--- src/rtl/oled_text_ctrl.sv ---
// oled_text_ctrl: turns a UART keyboard byte stream into character RAM writes with cursor handling.
// Optional feature macro LED_MIRROR_EN adds a leds[9:0] one-hot mirror of the last written digit.
module oled_text_ctrl #(
  parameter int COLS       = 16,
  parameter int ROWS       = 4,
  parameter int FIFO_DEPTH = 4,
  parameter int ADDR_W     = 6,
  localparam int RW        = (ROWS > 1) ? $clog2(ROWS) : 1,
  localparam int CW        = (COLS > 1) ? $clog2(COLS) : 1
) (
  input  logic              clk,
  input  logic              rst_n,
  input  logic [7:0]        rx_data,
  input  logic              rx_valid,
  input  logic              disp_req,
  input  logic [ADDR_W-1:0] disp_addr,
  output logic              disp_gnt,
  output logic [ADDR_W-1:0] ram_addr,
  output logic [7:0]        ram_wdata,
  output logic              ram_we,
  output logic [RW-1:0]     cursor_row,
  output logic [CW-1:0]     cursor_col,
  output logic              busy,
  output logic [7:0]        drop_cnt
`ifdef LED_MIRROR_EN
  ,
  output logic [9:0]        leds
`endif
);

  localparam int PW    = (FIFO_DEPTH > 1) ? $clog2(FIFO_DEPTH) : 1;
  localparam int CELLS = COLS * ROWS;

  typedef enum logic [1:0] {S_IDLE, S_DECODE, S_WRITE, S_CLEAR} state_t;

  logic [7:0]        fifo_mem_q [FIFO_DEPTH];
  logic [PW-1:0]     rd_ptr_q, wr_ptr_q;
  logic [PW:0]       count_q;
  logic [7:0]        drop_cnt_q;
  logic              fifo_empty_s, fifo_full_s, pop_s, push_s, drop_s;

  state_t            state_q;
  logic [7:0]        byte_q;
  logic [ADDR_W-1:0] wr_addr_q;
  logic [7:0]        wr_data_q;
  logic              adv_q;
  logic [RW-1:0]     row_q;
  logic [CW-1:0]     col_q;
  logic [9:0]        leds_q;
  logic [ADDR_W-1:0] cur_addr_s;
  logic              ram_we_s;
  logic              at_last_col_s, at_last_row_s;

  assign fifo_empty_s = (count_q == {(PW+1){1'b0}});
  assign fifo_full_s  = (count_q == (PW+1)'(FIFO_DEPTH));
  assign pop_s        = (state_q == S_IDLE) && !fifo_empty_s;
  // A full FIFO still accepts a byte when the same cycle pops one.
  assign push_s       = rx_valid && (!fifo_full_s || pop_s);
  assign drop_s       = rx_valid && fifo_full_s && !pop_s;

  assign cur_addr_s    = ADDR_W'(row_q) * ADDR_W'(COLS) + ADDR_W'(col_q);
  assign at_last_col_s = (col_q == CW'(COLS - 1));
  assign at_last_row_s = (row_q == RW'(ROWS - 1));
  assign ram_we_s      = ((state_q == S_WRITE) || (state_q == S_CLEAR)) && !disp_req;

  assign disp_gnt   = disp_req;
  assign ram_addr   = disp_req ? disp_addr : wr_addr_q;
  assign ram_wdata  = wr_data_q;
  assign ram_we     = ram_we_s;
  assign cursor_row = row_q;
  assign cursor_col = col_q;
  assign busy       = !fifo_empty_s || (state_q != S_IDLE);
  assign drop_cnt   = drop_cnt_q;
`ifdef LED_MIRROR_EN
  assign leds       = leds_q;
`endif

  always_ff @(posedge clk) begin
    if (push_s) begin
      fifo_mem_q[wr_ptr_q] <= rx_data;
    end
  end

  always_ff @(posedge clk or negedge rst_n) begin
    if (!rst_n) begin
      rd_ptr_q   <= {PW{1'b0}};
      wr_ptr_q   <= {PW{1'b0}};
      count_q    <= {(PW+1){1'b0}};
      drop_cnt_q <= 8'h00;
    end else begin
      if (push_s) wr_ptr_q <= wr_ptr_q + PW'(1);
      if (pop_s)  rd_ptr_q <= rd_ptr_q + PW'(1);
      case ({push_s, pop_s})
        2'b10:   count_q <= count_q + (PW+1)'(1);
        2'b01:   count_q <= count_q - (PW+1)'(1);
        default: count_q <= count_q;
      endcase
      if (drop_s && (drop_cnt_q != 8'hFF)) drop_cnt_q <= drop_cnt_q + 8'h01;
    end
  end

  always_ff @(posedge clk or negedge rst_n) begin
    if (!rst_n) begin
      state_q   <= S_IDLE;
      byte_q    <= 8'h00;
      wr_addr_q <= {ADDR_W{1'b0}};
      wr_data_q <= 8'h00;
      adv_q     <= 1'b0;
      row_q     <= {RW{1'b0}};
      col_q     <= {CW{1'b0}};
      leds_q    <= 10'h000;
    end else begin
      case (state_q)
        S_IDLE: begin
          if (pop_s) begin
            byte_q  <= fifo_mem_q[rd_ptr_q];
            state_q <= S_DECODE;
          end
        end
        S_DECODE: begin
          if ((byte_q >= 8'h20) && (byte_q <= 8'h7E)) begin
            wr_addr_q <= cur_addr_s;
            wr_data_q <= byte_q;
            adv_q     <= 1'b1;
            state_q   <= S_WRITE;
          end else begin
            case (byte_q)
              8'h08: begin
                // Previous cell is always the linear address minus one.
                if ((row_q != {RW{1'b0}}) || (col_q != {CW{1'b0}})) begin
                  if (col_q == {CW{1'b0}}) begin
                    col_q <= CW'(COLS - 1);
                    row_q <= row_q - RW'(1);
                  end else begin
                    col_q <= col_q - CW'(1);
                  end
                  wr_addr_q <= cur_addr_s - ADDR_W'(1);
                  wr_data_q <= 8'h20;
                  adv_q     <= 1'b0;
                  state_q   <= S_WRITE;
                end else begin
                  state_q <= S_IDLE;
                end
              end
              8'h0D: begin
                col_q   <= {CW{1'b0}};
                state_q <= S_IDLE;
              end
              8'h0A: begin
                col_q   <= {CW{1'b0}};
                row_q   <= at_last_row_s ? {RW{1'b0}} : row_q + RW'(1);
                state_q <= S_IDLE;
              end
              8'h0C: begin
                wr_addr_q <= {ADDR_W{1'b0}};
                wr_data_q <= 8'h20;
                adv_q     <= 1'b0;
                state_q   <= S_CLEAR;
              end
              default: state_q <= S_IDLE;
            endcase
          end
        end
        S_WRITE: begin
          if (ram_we_s) begin
            if (adv_q) begin
              if (at_last_col_s) begin
                col_q <= {CW{1'b0}};
                row_q <= at_last_row_s ? {RW{1'b0}} : row_q + RW'(1);
              end else begin
                col_q <= col_q + CW'(1);
              end
              if ((byte_q >= 8'h30) && (byte_q <= 8'h39)) begin
                leds_q <= 10'b00_0000_0001 << (byte_q - 8'h30);
              end
            end
            state_q <= S_IDLE;
          end
        end
        S_CLEAR: begin
          if (ram_we_s) begin
            if (wr_addr_q == ADDR_W'(CELLS - 1)) begin
              row_q   <= {RW{1'b0}};
              col_q   <= {CW{1'b0}};
              state_q <= S_IDLE;
            end else begin
              wr_addr_q <= wr_addr_q + ADDR_W'(1);
            end
          end
        end
        default: state_q <= S_IDLE;
      endcase
    end
  end

`ifndef LED_MIRROR_EN
  logic unused_leds_s;
  assign unused_leds_s = ^leds_q;
`endif

endmodule

--- config.mk ---
export PLATFORM = sky130hd
export DESIGN_NAME = oled_text_ctrl
export DESIGN_NICKNAME = d
export VERILOG_FILES = /design/src/rtl/oled_text_ctrl.sv
export SDC_FILE = /design/constraint.sdc
export NUM_CORES = 1
export LEC_CHECK = 0
export CAP_MARGIN = 30
export CELL_PAD_IN_SITES_DETAIL_PLACEMENT = 1
export CELL_PAD_IN_SITES_GLOBAL_PLACEMENT = 1
export CORE_UTILIZATION = 51
export CTS_CLUSTER_SIZE = 28
export DETAILED_ROUTE_END_ITERATION = 7
export DONT_BUFFER_PORTS = 1
export MAX_ROUTING_LAYER = met4
export PLACE_DENSITY = 0.88
export SYNTH_ARGS = -nofsm -noshare
export SYNTH_HDL_FRONTEND = slang
export SYNTH_SLANG_ARGS = --single-unit
--- constraint.sdc ---
create_clock -name clk -period 3.15 [get_ports clk]
set_input_delay 0.1575 -clock clk [delete_from_list [all_inputs] [get_ports clk]]
set_output_delay 0.1575 -clock clk [all_outputs]
set_load 0.02 [all_outputs]
# [Yosys cells after proc, flatten, opt, wreduce, memory -nomap -nowiden]
# Memories as Yosys holds them, arrays and structs flattened. A register that Yosys moved wholly into a read port is not among the register bits.
# Cells that the tools add are included.
[totals] ramBits=32 mem_count=1 register_bits=38 elab_cells=130 inputBits=18 output_inout_bits=31
[mem_list] name="fifo_mem_q" depth=4 width=8 read_ports=1 rd_clocked_by_memory_dff=1 write_ports=1 line_no="36" text="logic [7:0] fifo_mem_q [FIFO_DEPTH];"
[op_classes] eq_ne=29 n_reduce_logical=33 add_sub_neg=12 mux=43 magnitude_cmp=2
[op_table] op="8-bit by 4-bit == test with 1-bit output (second input constant)" count=4
[op_table] op="4-bit 2-to-1 mux" count=8
[op_table] op="6-bit 2-to-1 mux" count=5
[op_table] op="2-bit 2-to-1 mux" count=13
[op_table] op="6-bit one-hot mux with 2 select lines" count=2
[op_table] op="8-bit 2-to-1 mux" count=2
[op_table] op="8-bit one-hot mux with 2 select lines" count=1
[op_table] op="2-bit inequality test (second input constant)" count=7
[op_table] op="3-bit inequality test (second input constant)" count=4
[op_table] op="4-bit one-hot mux with 3 select lines" count=1
[op_table] op="10-bit AND reduction" count=1
[op_table] op="8-bit by 1-bit adder with 8-bit output (second input constant)" count=1
[op_table] op="2-bit == test (second input constant)" count=4
[op_table] op="8-bit by 6-bit greater-or-equal comparator with 1-bit output (second input constant)" count=1
[op_table] op="8-bit by 7-bit less-or-equal comparator with 1-bit output (second input constant)" count=1
[op_table] op="4-bit inequality test (second input constant)" count=2
[op_table] op="8-bit inequality test (second input constant)" count=1
[op_table] op="2-bit one-hot mux with 2 select lines" count=2
[op_table] op="2-bit one-hot mux with 4 select lines" count=1
[op_table] op="4-bit one-hot mux with 2 select lines" count=1
[op_table] op="8-bit AND reduction" count=1
[op_table] op="2-bit nonzero test" count=4
[op_table] op="1-bit logical AND" count=7
[op_table] op="2-bit by 1-bit adder with 2-bit output (second input constant)" count=3
[op_table] op="other kinds (30)" count=42

# [Depth between registers and ports, before layout]
# Gate-level depths: netlist of run 1.
[logic_depth] word_depth=7 depth_mapped=10 depth_no_buf=10

# [Worst setup path before layout of run 1]
# No wires, ideal clock.
[synth_timing] path_type="register to register" start="register col_q[0], in the netlist cursor_col[0]" end="register wr_addr_q[3]" arrival_time_ns=2.149 setup_slack_ns=0.871 required_ns=3.020 path_stages_with_launch=9 path_buffers=1 period_less_slack_ns=2.279 setup_time_ns=0.130 cell_sequence="dfrtp_1 > clkbuf_1 > inv_1 > ha_1 > or3b_4 > o311a_4 > o31a_1 > a21oi_1 > a31oi_1"
[synth_between] elab_chain_len=6 word_cells_on_any_way=10 classes_between="2 x add/sub; 1 x eq/ne; 4 x mux; 3 x reduce/logical"
[synth_lines] element="start: declaration" line_no="48" text="logic [CW-1:0] col_q;"
[synth_lines] element="start signal: assignment" line_no="110" text="col_q <= {CW{1'b0}};"
[synth_lines] element="start signal: assignment" line_no="132" text="col_q <= CW'(COLS - 1);"
[synth_lines] element="start signal: assignment" line_no="135" text="col_q <= col_q - CW'(1);"
[synth_lines] element="6-bit by 4-bit adder with 6-bit output" line_no="61" text="assign cur_addr_s = ADDR_W'(row_q) * ADDR_W'(COLS) + ADDR_W'(col_q);"
[synth_lines] element="6-bit by 1-bit subtractor with 6-bit output" line_no="137" text="wr_addr_q <= cur_addr_s - ADDR_W'(1);"
[synth_lines] element="6-bit 2-to-1 mux" line_no="130" text="if ((row_q != {RW{1'b0}}) || (col_q != {CW{1'b0}})) begin"
[synth_lines] element="6-bit one-hot mux with 2 select lines" line_no="127" text="case (byte_q)"
[synth_lines] element="6-bit 2-to-1 mux" line_no="121" text="if ((byte_q >= 8'h20) && (byte_q <= 8'h7E)) begin"
[synth_lines] element="6-bit one-hot mux with 2 select lines" line_no="113" text="case (state_q)"
[synth_lines] element="end signal: assignment" line_no="106" text="wr_addr_q <= {ADDR_W{1'b0}};"
[synth_lines] element="end signal: assignment" line_no="122" text="wr_addr_q <= cur_addr_s;"
[synth_lines] element="end signal: assignment" line_no="137"
[synth_lines] element="end: declaration" line_no="44" text="logic [ADDR_W-1:0] wr_addr_q;"
# Parallel ways exist; a longest one is shown, timed or not. The select of a mux whose other input is x is not followed.
# A chain may end at the register's enable or synchronous reset.

# [Final worst setup path of run 1]
[layout_timing] start="register state_q[0]" end="register count_q[2]"
[layout_between] elab_chain_len=6 word_cells_on_any_way=8 classes_between="2 x eq/ne; 1 x mux; 5 x reduce/logical"
[layout_lines] element="start: declaration" line_no="42" text="state_t state_q;"
[layout_lines] element="start signal: assignment" line_no="104" text="state_q <= S_IDLE;"
[layout_lines] element="start signal: assignment" line_no="117" text="state_q <= S_DECODE;"
[layout_lines] element="start signal: assignment" line_no="125" text="state_q <= S_WRITE;"
[layout_lines] element="2-bit logical NOT (*)" line_no="56" text="assign pop_s = (state_q == S_IDLE) && !fifo_empty_s;"
[layout_lines] element="1-bit logical AND (*)" line_no="56"
[layout_lines] element="1-bit logical OR" line_no="58" text="assign push_s = rx_valid && (!fifo_full_s || pop_s);"
[layout_lines] element="1-bit logical AND" line_no="58"
[layout_lines] element="2-bit by 1-bit == test with 1-bit output or 2-bit == test (tied branches)" line_no="93" text="case ({push_s, pop_s})"
[layout_lines] element="3-bit one-hot mux with 2 select lines or 2-bit nonzero test (tied branches)"
[layout_lines] element="end signal: assignment" line_no="94" text="2'b10: count_q <= count_q + (PW+1)'(1);"
[layout_lines] element="end signal: assignment" line_no="95" text="2'b01: count_q <= count_q - (PW+1)'(1);"
[layout_lines] element="end signal: assignment" line_no="96" text="default: count_q <= count_q;"
[layout_lines] element="end: declaration" line_no="38" text="logic [PW:0] count_q;"
# Every way passes the cells marked *; elsewhere a longest branch is shown, timed or not.

==> impl_metrics.env, run 1 <==
export IMPL_rsz0062_at_grt="false"
export IMPL_fillers=767
export IMPL_final_util_pct=59.9
export IMPL_tightest_slew_ns=0.660
export IMPL_slowest_stage="dfrtp_1"
export IMPL_layout_commonest_cell="dfrtp_1"
export IMPL_via_per_inst=6.08
export IMPL_synth_cell_type_count=62
export IMPL_die_y_um=90.2
export IMPL_setup_worst_path_start="state_q[0]"
export IMPL_p_switching_w=0.00203
export IMPL_drive_gt1_share_pct=17.3
export IMPL_fin_cells=440
export IMPL_clkLatencyLatePin_ns=0.36
export IMPL_final_antenna_net_count=0
export IMPL_routedWlPerCell_um=20.3
export IMPL_grt_max_degree=47
export IMPL_cap_violations=0
export IMPL_syn_nets=353
export IMPL_syn_to_final_growth_pct=11.3
export IMPL_r2r_slack_ns=0.46
export IMPL_async_flop_share_pct=59.0
export IMPL_cp_arrival_ns=2.97
export IMPL_crit_path_max_fanout=15
export IMPL_crit_end="count_q[2]"
export IMPL_grt_pass1_wl_um=15000
export IMPL_min_period_ns=2.69
export IMPL_ys_seq_area_share_pct=53.3
export IMPL_peakVddDrop_mv=0.423
export IMPL_cts_buffers=9
export IMPL_crit_type="flip-flop to flip-flop"
export IMPL_power_density_nw_per_um2=1080
export IMPL_finalClockSkew_ns=0.00715
export IMPL_drt_pass1_iterations=4
export IMPL_status="complete, no violations"
export IMPL_regToRegStartpoint="state_q[0]"
export IMPL_dieArea_um2=8130
export IMPL_total_leakage_power_nw=1.78
export IMPL_final_max_slew_viol_count=0
export IMPL_path_cells="o2111ai_1, and2_1, inv_1, ha_1, inv_1, fa_1, xor2_1, nor2_1, xor2_1"
export IMPL_hold_buffers=11
export IMPL_clkSinkCount=78
export IMPL_pin_count=49
export IMPL_slowest_delay_ns=0.65
export IMPL_ys_ff_latch=78
export IMPL_drtIter0Drc=168
export IMPL_cts_resized=0
export IMPL_reg2reg_to="count_q[2]"
export IMPL_yosys_area_top_type_share_pct=29.0
export IMPL_dp_hpwl_um=6180
export IMPL_critPathLaunchType="flip-flop"
export IMPL_routabilityCongestion=0.846
export IMPL_setup_viol=0
export IMPL_postSynthAreaPerCell_um2=12.3
export IMPL_n_antenna_cell=0
export IMPL_track_usage_pct=24.4
export IMPL_cts_root_buf="clkbuf_8"
export IMPL_synth_cells=323
export IMPL_fin_crit_sh_pct=85.3
export IMPL_yosys_top_cells_area="dfrtp_1 29%, edfxtp_1 24%, mux4_2 4.5%"
export IMPL_combPwrFrac_pct=40.0
export IMPL_gr_total_overflow=0
export IMPL_antenna_found_initial=0
export IMPL_tritoncts="yes"
export IMPL_routed_wl_um=8950
export IMPL_clockBufferDepth=2
export IMPL_power_frac_seq_pct=42.1
export IMPL_crit_path_end_kind="flip-flop"
export IMPL_hold_class="input pin to flip-flop"
export IMPL_final_cell_mix="46 x dfrtp_1, 32 x edfxtp_1, 20 x nand2_1"
export IMPL_hold_viol=0
export IMPL_cp_num_cells=9
export IMPL_cts_setup_buffers=0
export IMPL_synth_main_ff_cell="dfrtp_1"
export IMPL_p_int_w=0.00273
export IMPL_post_place_cells=413
export IMPL_synth_edf_count=32
export IMPL_swShare_pct=42.6
export IMPL_relSlewSlack_pct=56.0
export IMPL_drcViolationCount=0
export IMPL_critical_path_buf_inv_count=2
export IMPL_required_ns=3.43
export IMPL_cts_max_level=3
export IMPL_syn_area_um2=3970
export IMPL_final_nets=366
export IMPL_grt_pass1_vias=2792
export IMPL_crit_family="flip-flops"
export IMPL_yosys_area_top_type="dfrtp_1"
export IMPL_clock_power_share_pct=17.9
export IMPL_clk_pin_slew_worst_paths_ns=0.08
export IMPL_rows=31
export IMPL_tns_ns=0
export IMPL_core_um2=7370
export IMPL_synth_warning_count=0
export IMPL_initial_core_util_pct=53.8
export IMPL_vias=2674
export IMPL_reg2reg_depth=9
export IMPL_fmax_ghz=0.372
export IMPL_fp_dieW_um=90.2
export IMPL_io_buffer_count=0
worst register-to-register path, cell delays in order, from the launching register on:
cell and delay (ns):
dfrtp_1 0.65, o2111ai_1 0.43, and2_1 0.36, inv_1 0.08, ha_1 0.19, inv_1 0.07, fa_1 0.38, xor2_1 0.16
nor2_1 0.11, xor2_1 0.17
registers in the layout, indices dropped and copies added, names as in the netlist, 3 cells and up:
register and count:
cursor_col 4, byte_q 8, count_q 3, wr_addr_q 6
ram_wdata 8, fifo_mem_q 32, drop_cnt 8
metrics by stage:
stage	instance area, um^2	total power (W)	hold WS (ns)	setup slack (ns)
floorplan	3970	0.00337	-0.138	0.871
global placement	4060	0.00375	-0.136	0.727
detailed placement	4060	0.00389	-0.137	0.521
CTS	4410	0.00480	0.0936	0.440
global route	4410	0.00507	0.122	0.259
finish	4410	0.00476	0.107	0.463
how the worst min path moves through the flow:
stage / end / slack [ns] / from / depth (start not counted)
floorplan: adv_q / -0.14 / rst_n / 0
global placement: ram_wdata[7] / -0.14 / rst_n / 0
detailed placement: ram_wdata[7] / -0.14 / rst_n / 0
CTS: wr_ptr_q[0] / 0.09 / rx_valid / 2
global route: wr_ptr_q[0] / 0.12 / rx_valid / 2
finish: wr_ptr_q[0] / 0.11 / rx_valid / 2
routing by layer:
layer	GRT usage (%)	share of wire (%)	routed length, um
met3	6.43	3.7	328
met1	30.5	45	4000
met4	6.45	1.3	114
met2	39.5	50	4510
met5	-	0	0
cells in the mapped netlist (all sizes together), types with 10 or more instances:
master	n
nor3	10
nor2	16
inv	16
a21oi	12
o21ai	15
dfrtp	46
nand2	21
edfxtp	32
mux2	15
ha	11
cell families after synthesis:
family / Yosys count / share of synthesized area [%]
buffers and inverters: 30 / 3.19
adders and majority gates: 12 / 3.98
and+or+nand+nor: 92 / 12.9
xor gates and xnor gates: 13 / 2.87
muxes: 28 / 10.1
AOI/OAI and AO/OA: 70 / 13.8
DFF: 78 / 53.3
layout make-up:
| type | instances | area (um^2) | area share, % |
|---|---|---|---|
| clock inverter | 7 | 103 | 2.32 |
| clock buffer | 9 | 124 | 2.81 |
| tap | 99 | 124 | 2.81 |
| multi-input combinational | 215 | 1730 | 39.1 |
| sequential | 78 | 2110 | 47.8 |
| timing repair buffer | 16 | 165 | 3.74 |
| inverter | 16 | 60.1 | 1.36 |
power by group through the flow:
stage	logic (W)	clock network, W	registers, W
final	0.00191	0.000853	0.00200
after global routing	0.00210	0.000895	0.00207
after floorplan	0.00157	0	0.00180
after global placement	0.00177	0	0.00199
after CTS	0.00192	0.000869	0.00201
after detailed placement	0.00186	0	0.00203
No activity file was read; power rests on OpenSTA's default activity.
==> run 2: changes to the inputs <==
--- a/config.mk
+++ b/config.mk
@@ -8,6 +8,7 @@
 export CAP_MARGIN = 30
 export CELL_PAD_IN_SITES_DETAIL_PLACEMENT = 1
 export CELL_PAD_IN_SITES_GLOBAL_PLACEMENT = 1
+export CORE_ASPECT_RATIO = 1.5
 export CORE_UTILIZATION = 51
 export CTS_CLUSTER_SIZE = 28
 export DETAILED_ROUTE_END_ITERATION = 7
==> impl_metrics.env, run 2 (synthesis results as in run 1) <==
export IMPL_status="complete, no violations"
export IMPL_cts_setup_buffers=0
export IMPL_min_period_ns=2.44
export IMPL_hold_buffers=11
export IMPL_slowest_delay_ns=0.58
export IMPL_fin_cells=443
export IMPL_track_usage_pct=25.0
export IMPL_grt_pass1_wl_um=14200
export IMPL_initial_core_util_pct=52.4
export IMPL_largest_register="fifo_mem_q"
export IMPL_required_ns=3.40
export IMPL_r2r_slack_ns=0.71
export IMPL_relSlewSlack_pct=60.1
export IMPL_drive_gt1_share_pct=16.7
export IMPL_gr_total_overflow=0
export IMPL_reg2reg_depth=9
export IMPL_via_per_inst=6.10
export IMPL_power_frac_seq_pct=40.9
export IMPL_path_cells="o2111ai_1, and2_1, inv_1, ha_1, inv_1, fa_1, xor2_1, nor2_1, xor2_1"
export IMPL_antenna_found_initial=0
export IMPL_place_ws_ns=0.720
export IMPL_swShare_pct=42.2
export IMPL_cap_violations=0
export IMPL_vias=2701
export IMPL_io_buffer_count=0
export IMPL_tritoncts="yes"
export IMPL_cts_root_buf="clkbuf_16"
export IMPL_cp_arrival_ns=2.70
export IMPL_rsz0062_at_grt="false"
export IMPL_critPathLaunchType="flip-flop"
export IMPL_layout_commonest_cell="dfrtp_1"
export IMPL_hold_viol=0
export IMPL_fp_dieW_um=74.0
export IMPL_dieArea_um2=8140
export IMPL_clkLatencyLatePin_ns=0.34
export IMPL_total_leakage_power_nw=1.79
export IMPL_final_antenna_net_count=0
export IMPL_clk_pin_slew_worst_paths_ns=0.06
export IMPL_largest_reg_flops=32
export IMPL_regToRegStartpoint="state_q[0]"
export IMPL_final_max_slew_viol_count=0
export IMPL_fillers=759
export IMPL_clockBufferDepth=2
export IMPL_finalClockSkew_ns=0.00949
export IMPL_slowest_stage="dfrtp_1"
export IMPL_peakVddDrop_mv=0.723
export IMPL_grt_pass1_vias=2715
export IMPL_clock_power_share_pct=19.3
export IMPL_routed_wl_um=9120
export IMPL_dp_hpwl_um=6390
export IMPL_drt_pass1_iterations=4
export IMPL_p_switching_w=0.00205
export IMPL_grt_max_degree=47
export IMPL_crit_family="flip-flops"
export IMPL_n_antenna_cell=0
export IMPL_tightest_slew_ns=0.598
export IMPL_post_place_cells=416
export IMPL_setup_viol=0
export IMPL_min_to="state_q[0]"
export IMPL_power_density_nw_per_um2=1090
export IMPL_drcViolationCount=0
export IMPL_crit_type="flip-flop to flip-flop"
export IMPL_cts_resized=0
export IMPL_reg2reg_to="count_q[2]"
export IMPL_drtIter0Drc=142
export IMPL_worst_hold_path_num_cells=2
export IMPL_worst_slack_ns=0.706
export IMPL_final_cell_mix="46 x dfrtp_1, 32 x edfxtp_1, 20 x nand2_1"
export IMPL_pin_count=49
export IMPL_fmax_ghz=0.409
export IMPL_crit_path_end_kind="flip-flop"
export IMPL_critical_path_buf_inv_count=2
export IMPL_die_y_um=110
export IMPL_cts_buffers=9
export IMPL_core_um2=7560
export IMPL_routedWlPerCell_um=20.6
export IMPL_syn_to_final_growth_pct=12.5
export IMPL_final_nets=366
export IMPL_p_int_w=0.00281
export IMPL_combPwrFrac_pct=39.8
export IMPL_crit_path_max_fanout=15
export IMPL_routabilityCongestion=0.908
export IMPL_clkSinkCount=78
export IMPL_fin_crit_sh_pct=77.6
export IMPL_tns_ns=0
export IMPL_hold_class="input pin to flip-flop"
export IMPL_rows=39
export IMPL_worstHoldStart="disp_req"
export IMPL_cts_max_level=3
run 2: final cells by class:
type	count	area [um^2]	area share (%)
sequential	78	2110	47.4
multi-input combinational	215	1730	38.7
tap	102	128	2.86
inverter	16	60.1	1.35
clock buffer	10	229	5.13
timing repair buffer	16	165	3.70
clock inverter	6	38.8	0.870
run 2: worst max path at each step:
| stage | from | to | slack [ns] | cells after the start |
|---|---|---|---|---|
| 2_1_floorplan | cursor_col[0] | wr_addr_q[3] | 0.87 | 8 |
| 3_3_place_gp | state_q[0] | count_q[2] | 0.86 | 9 |
| 3_5_place_dp | state_q[0] | count_q[2] | 0.72 | 9 |
| 4_1_cts | state_q[0] | count_q[2] | 0.70 | 9 |
| 5_1_grt | state_q[0] | count_q[2] | 0.49 | 9 |
| 6_report | state_q[0] | count_q[2] | 0.71 | 9 |
run 2: power groups by stage:
stage / clock (W) / combinational (W) / sequential [W]
CTS: 0.000950 / 0.00195 / 0.00199
floorplan: 0 / 0.00157 / 0.00180
finish: 0.000938 / 0.00194 / 0.00199
detailed placement: 0 / 0.00190 / 0.00200
global placement: 0 / 0.00180 / 0.00196
global route: 0.000994 / 0.00214 / 0.00205
run 2: routing by layer:
layer | global-route usage, % | up-vias | wire (um)
li1 | - | 1238 | -
met5 | - | - | 0
met2 | 41.2 | 63 | 4840
met3 | 7.18 | 13 | 478
met4 | 9.48 | 0 | 163
met1 | 28.6 | 1387 | 3640
run 2: per-stage QoR:
step                total power [W]  util [%]  hold slack (ns)  area, um^2
finish                      0.00486      59.0           0.0373        4460
global route                0.00518      59.0           0.0471        4460
CTS                         0.00489      59.0           0.0318        4460
detailed placement          0.00391      53.7           -0.137        4060
global placement            0.00377      53.7           -0.137        4060
floorplan                   0.00337         -           -0.138        3970
==> run 3: changes to the inputs <==
==> constraint.sdc (replaced) <==
create_clock -name clk -period 2.4 [get_ports clk]
set_input_delay 0.12 -clock clk [delete_from_list [all_inputs] [get_ports clk]]
set_output_delay 0.12 -clock clk [all_outputs]
set_load 0.02 [all_outputs]
==> impl_metrics.env, run 3 (synthesis results as in run 1) <==
export IMPL_largest_reg_flops=32
export IMPL_final_max_slew_viol_count=0
export IMPL_relSlewSlack_pct=63.5
export IMPL_cp_arrival_ns=2.42
export IMPL_reg2reg_to="wr_addr_q[2]"
export IMPL_min_period_ns=2.16
export IMPL_clkSinkCount=78
export IMPL_required_ns=2.66
export IMPL_drcViolationCount=0
export IMPL_routabilityCongestion=0.905
export IMPL_crit_type="flip-flop to flip-flop"
export IMPL_fp_dieW_um=74.0
export IMPL_clk_pin_slew_worst_paths_ns=0.06
export IMPL_syn_to_final_growth_pct=14.8
export IMPL_dp_hpwl_um=6630
export IMPL_cts_root_buf="clkbuf_16"
export IMPL_drive_gt1_share_pct=19.7
export IMPL_slowest_stage="or3b_4"
export IMPL_final_antenna_net_count=0
export IMPL_slowest_delay_ns=0.41
export IMPL_status="complete, no violations"
export IMPL_r2r_slack_ns=0.24
export IMPL_peakVddDrop_mv=0.860
export IMPL_setup_worst_path_start="cursor_col[0]"
export IMPL_critPathLaunchType="flip-flop"
export IMPL_crit_path_max_fanout=6
export IMPL_cts_resized=0
export IMPL_die_y_um=110
export IMPL_fin_crit_sh_pct=90.1
export IMPL_rows=39
export IMPL_clockBufferDepth=2
export IMPL_n_antenna_cell=0
export IMPL_io_buffer_count=0
export IMPL_setup_viol=0
export IMPL_reg2reg_depth=7
export IMPL_placed_cell_area_um2=4140
export IMPL_via_per_inst=6.04
export IMPL_cap_violations=0
export IMPL_crit_end="wr_addr_q[2]"
export IMPL_hold_class="input pin to flip-flop"
export IMPL_crit_top_cell="o21ai_0"
export IMPL_path_cells="inv_1, ha_1, or3b_4, o311a_4, o31ai_4, o21ai_0, o21ai_0"
export IMPL_crit_path_end_kind="flip-flop"
export IMPL_initial_core_util_pct=52.4
export IMPL_clkLatencyLatePin_ns=0.34
export IMPL_tns_ns=0
export IMPL_grt_pass1_wl_um=14900
export IMPL_layout_commonest_cell="dfrtp_1"
export IMPL_routed_wl_um=9340
export IMPL_largest_register="fifo_mem_q"
export IMPL_tritoncts="yes"
export IMPL_gr_total_overflow=0
export IMPL_final_area_um2=4550
export IMPL_final_cell_mix="46 x dfrtp_1, 32 x edfxtp_1, 20 x nand2_1"
export IMPL_hold_viol=0
export IMPL_dieArea_um2=8140
export IMPL_total_leakage_power_nw=1.84
export IMPL_finalClockSkew_ns=0.00534
export IMPL_power_density_nw_per_um2=1440
export IMPL_drt_pass1_iterations=4
export IMPL_cts_max_level=3
export IMPL_rsz0062_at_grt="false"
export IMPL_track_usage_pct=26.1
export IMPL_grt_pass1_vias=2967
export IMPL_cts_buffers=9
export IMPL_regToRegStartpoint="cursor_col[0]"
export IMPL_routedWlPerCell_um=20.6
export IMPL_worstHoldStart="disp_req"
export IMPL_drtIter0Drc=136
export IMPL_pin_count=49
export IMPL_vias=2735
export IMPL_core_um2=7560
export IMPL_fmax_ghz=0.463
export IMPL_tightest_slew_ns=0.548
export IMPL_grt_max_degree=47
export IMPL_final_nets=376
export IMPL_antenna_found_initial=0
==> run 3: cell types whose count changed in the layout (fill, tap and decap cells not counted), sizes merged <==
cell,before,now
buf,6,16
clkinv,5,2
clkinvlp,1,3
inv,16,17
==> run 3: layer usage <==
metal / global-route usage (%) / up-vias / part of all wire [%]
met4: 15.1 / 0 / 3.7
met1: 28.1 / 1385 / 39
met2: 44.0 / 59 / 53
li1: - / 1264 / -
met5: - / - / 0
met3: 5.18 / 27 / 4.4
==> run 3: worst min path at each step <==
stage	to	slack [ns]	cells after the start
finish	state_q[0]	0.03	2
global route	state_q[0]	0.1	2
CTS	state_q[0]	0.03	2
detailed placement	cursor_col[3]	-0.17	0
global placement	cursor_col[3]	-0.17	0
floorplan	adv_q	-0.18	0
==> run 3: power breakdown <==
| part | switching (W) | internal (W) | total [W] |
|---|---|---|---|
| clock network | 0.000532 | 0.000730 | 0.00126 |
| logic | 0.00156 | 0.00122 | 0.00278 |
| registers | 0.000640 | 0.00187 | 0.00251 |
==> run 3: final cells by class <==
| cell class | count | area [um^2] |
|---|---|---|
| fill | 753 | 3010 |
| sequential | 78 | 2110 |
| multi-input combinational | 215 | 1730 |
| timing repair buffer | 26 | 240 |
| clock buffer | 10 | 239 |
| tap | 102 | 128 |
| inverter | 16 | 60.1 |
| clock inverter | 6 | 45.0 |
==> run 3: worst max-delay path: cells and delay by family (launching register included) <==
| family | cells | cell delay (ns) |
|---|---|---|
| adder cells (fa/ha/maj) | 1 | 0.17 |
| AND/OR/NAND/NOR | 1 | 0.41 |
| AO/OA/AOI/OAI | 4 | 1.01 |
| buffers and inverters | 1 | 0.11 |
| flip-flops | 1 | 0.38 |
==> run 3: stage by stage <==
stage	hold slack [ns]	util, %	setup slack, ns	total power, W	instances
2_1_floorplan	-0.176	-	0.121	0.00443	323
3_3_place_gp	-0.175	54.7	0.320	0.00511	426
3_5_place_dp	-0.175	54.7	0.239	0.00525	426
4_1_cts	0.0258	60.2	0.215	0.00660	453
5_1_grt	0.0971	60.2	0.121	0.00698	453
6_report	0.0312	60.2	0.239	0.00655	453
==> run 3: repair_timing <==
item,4_1_cts,5_1_grt
setup buffers,0,0
hold buffers,11,0
hold endpoints to repair,79,0
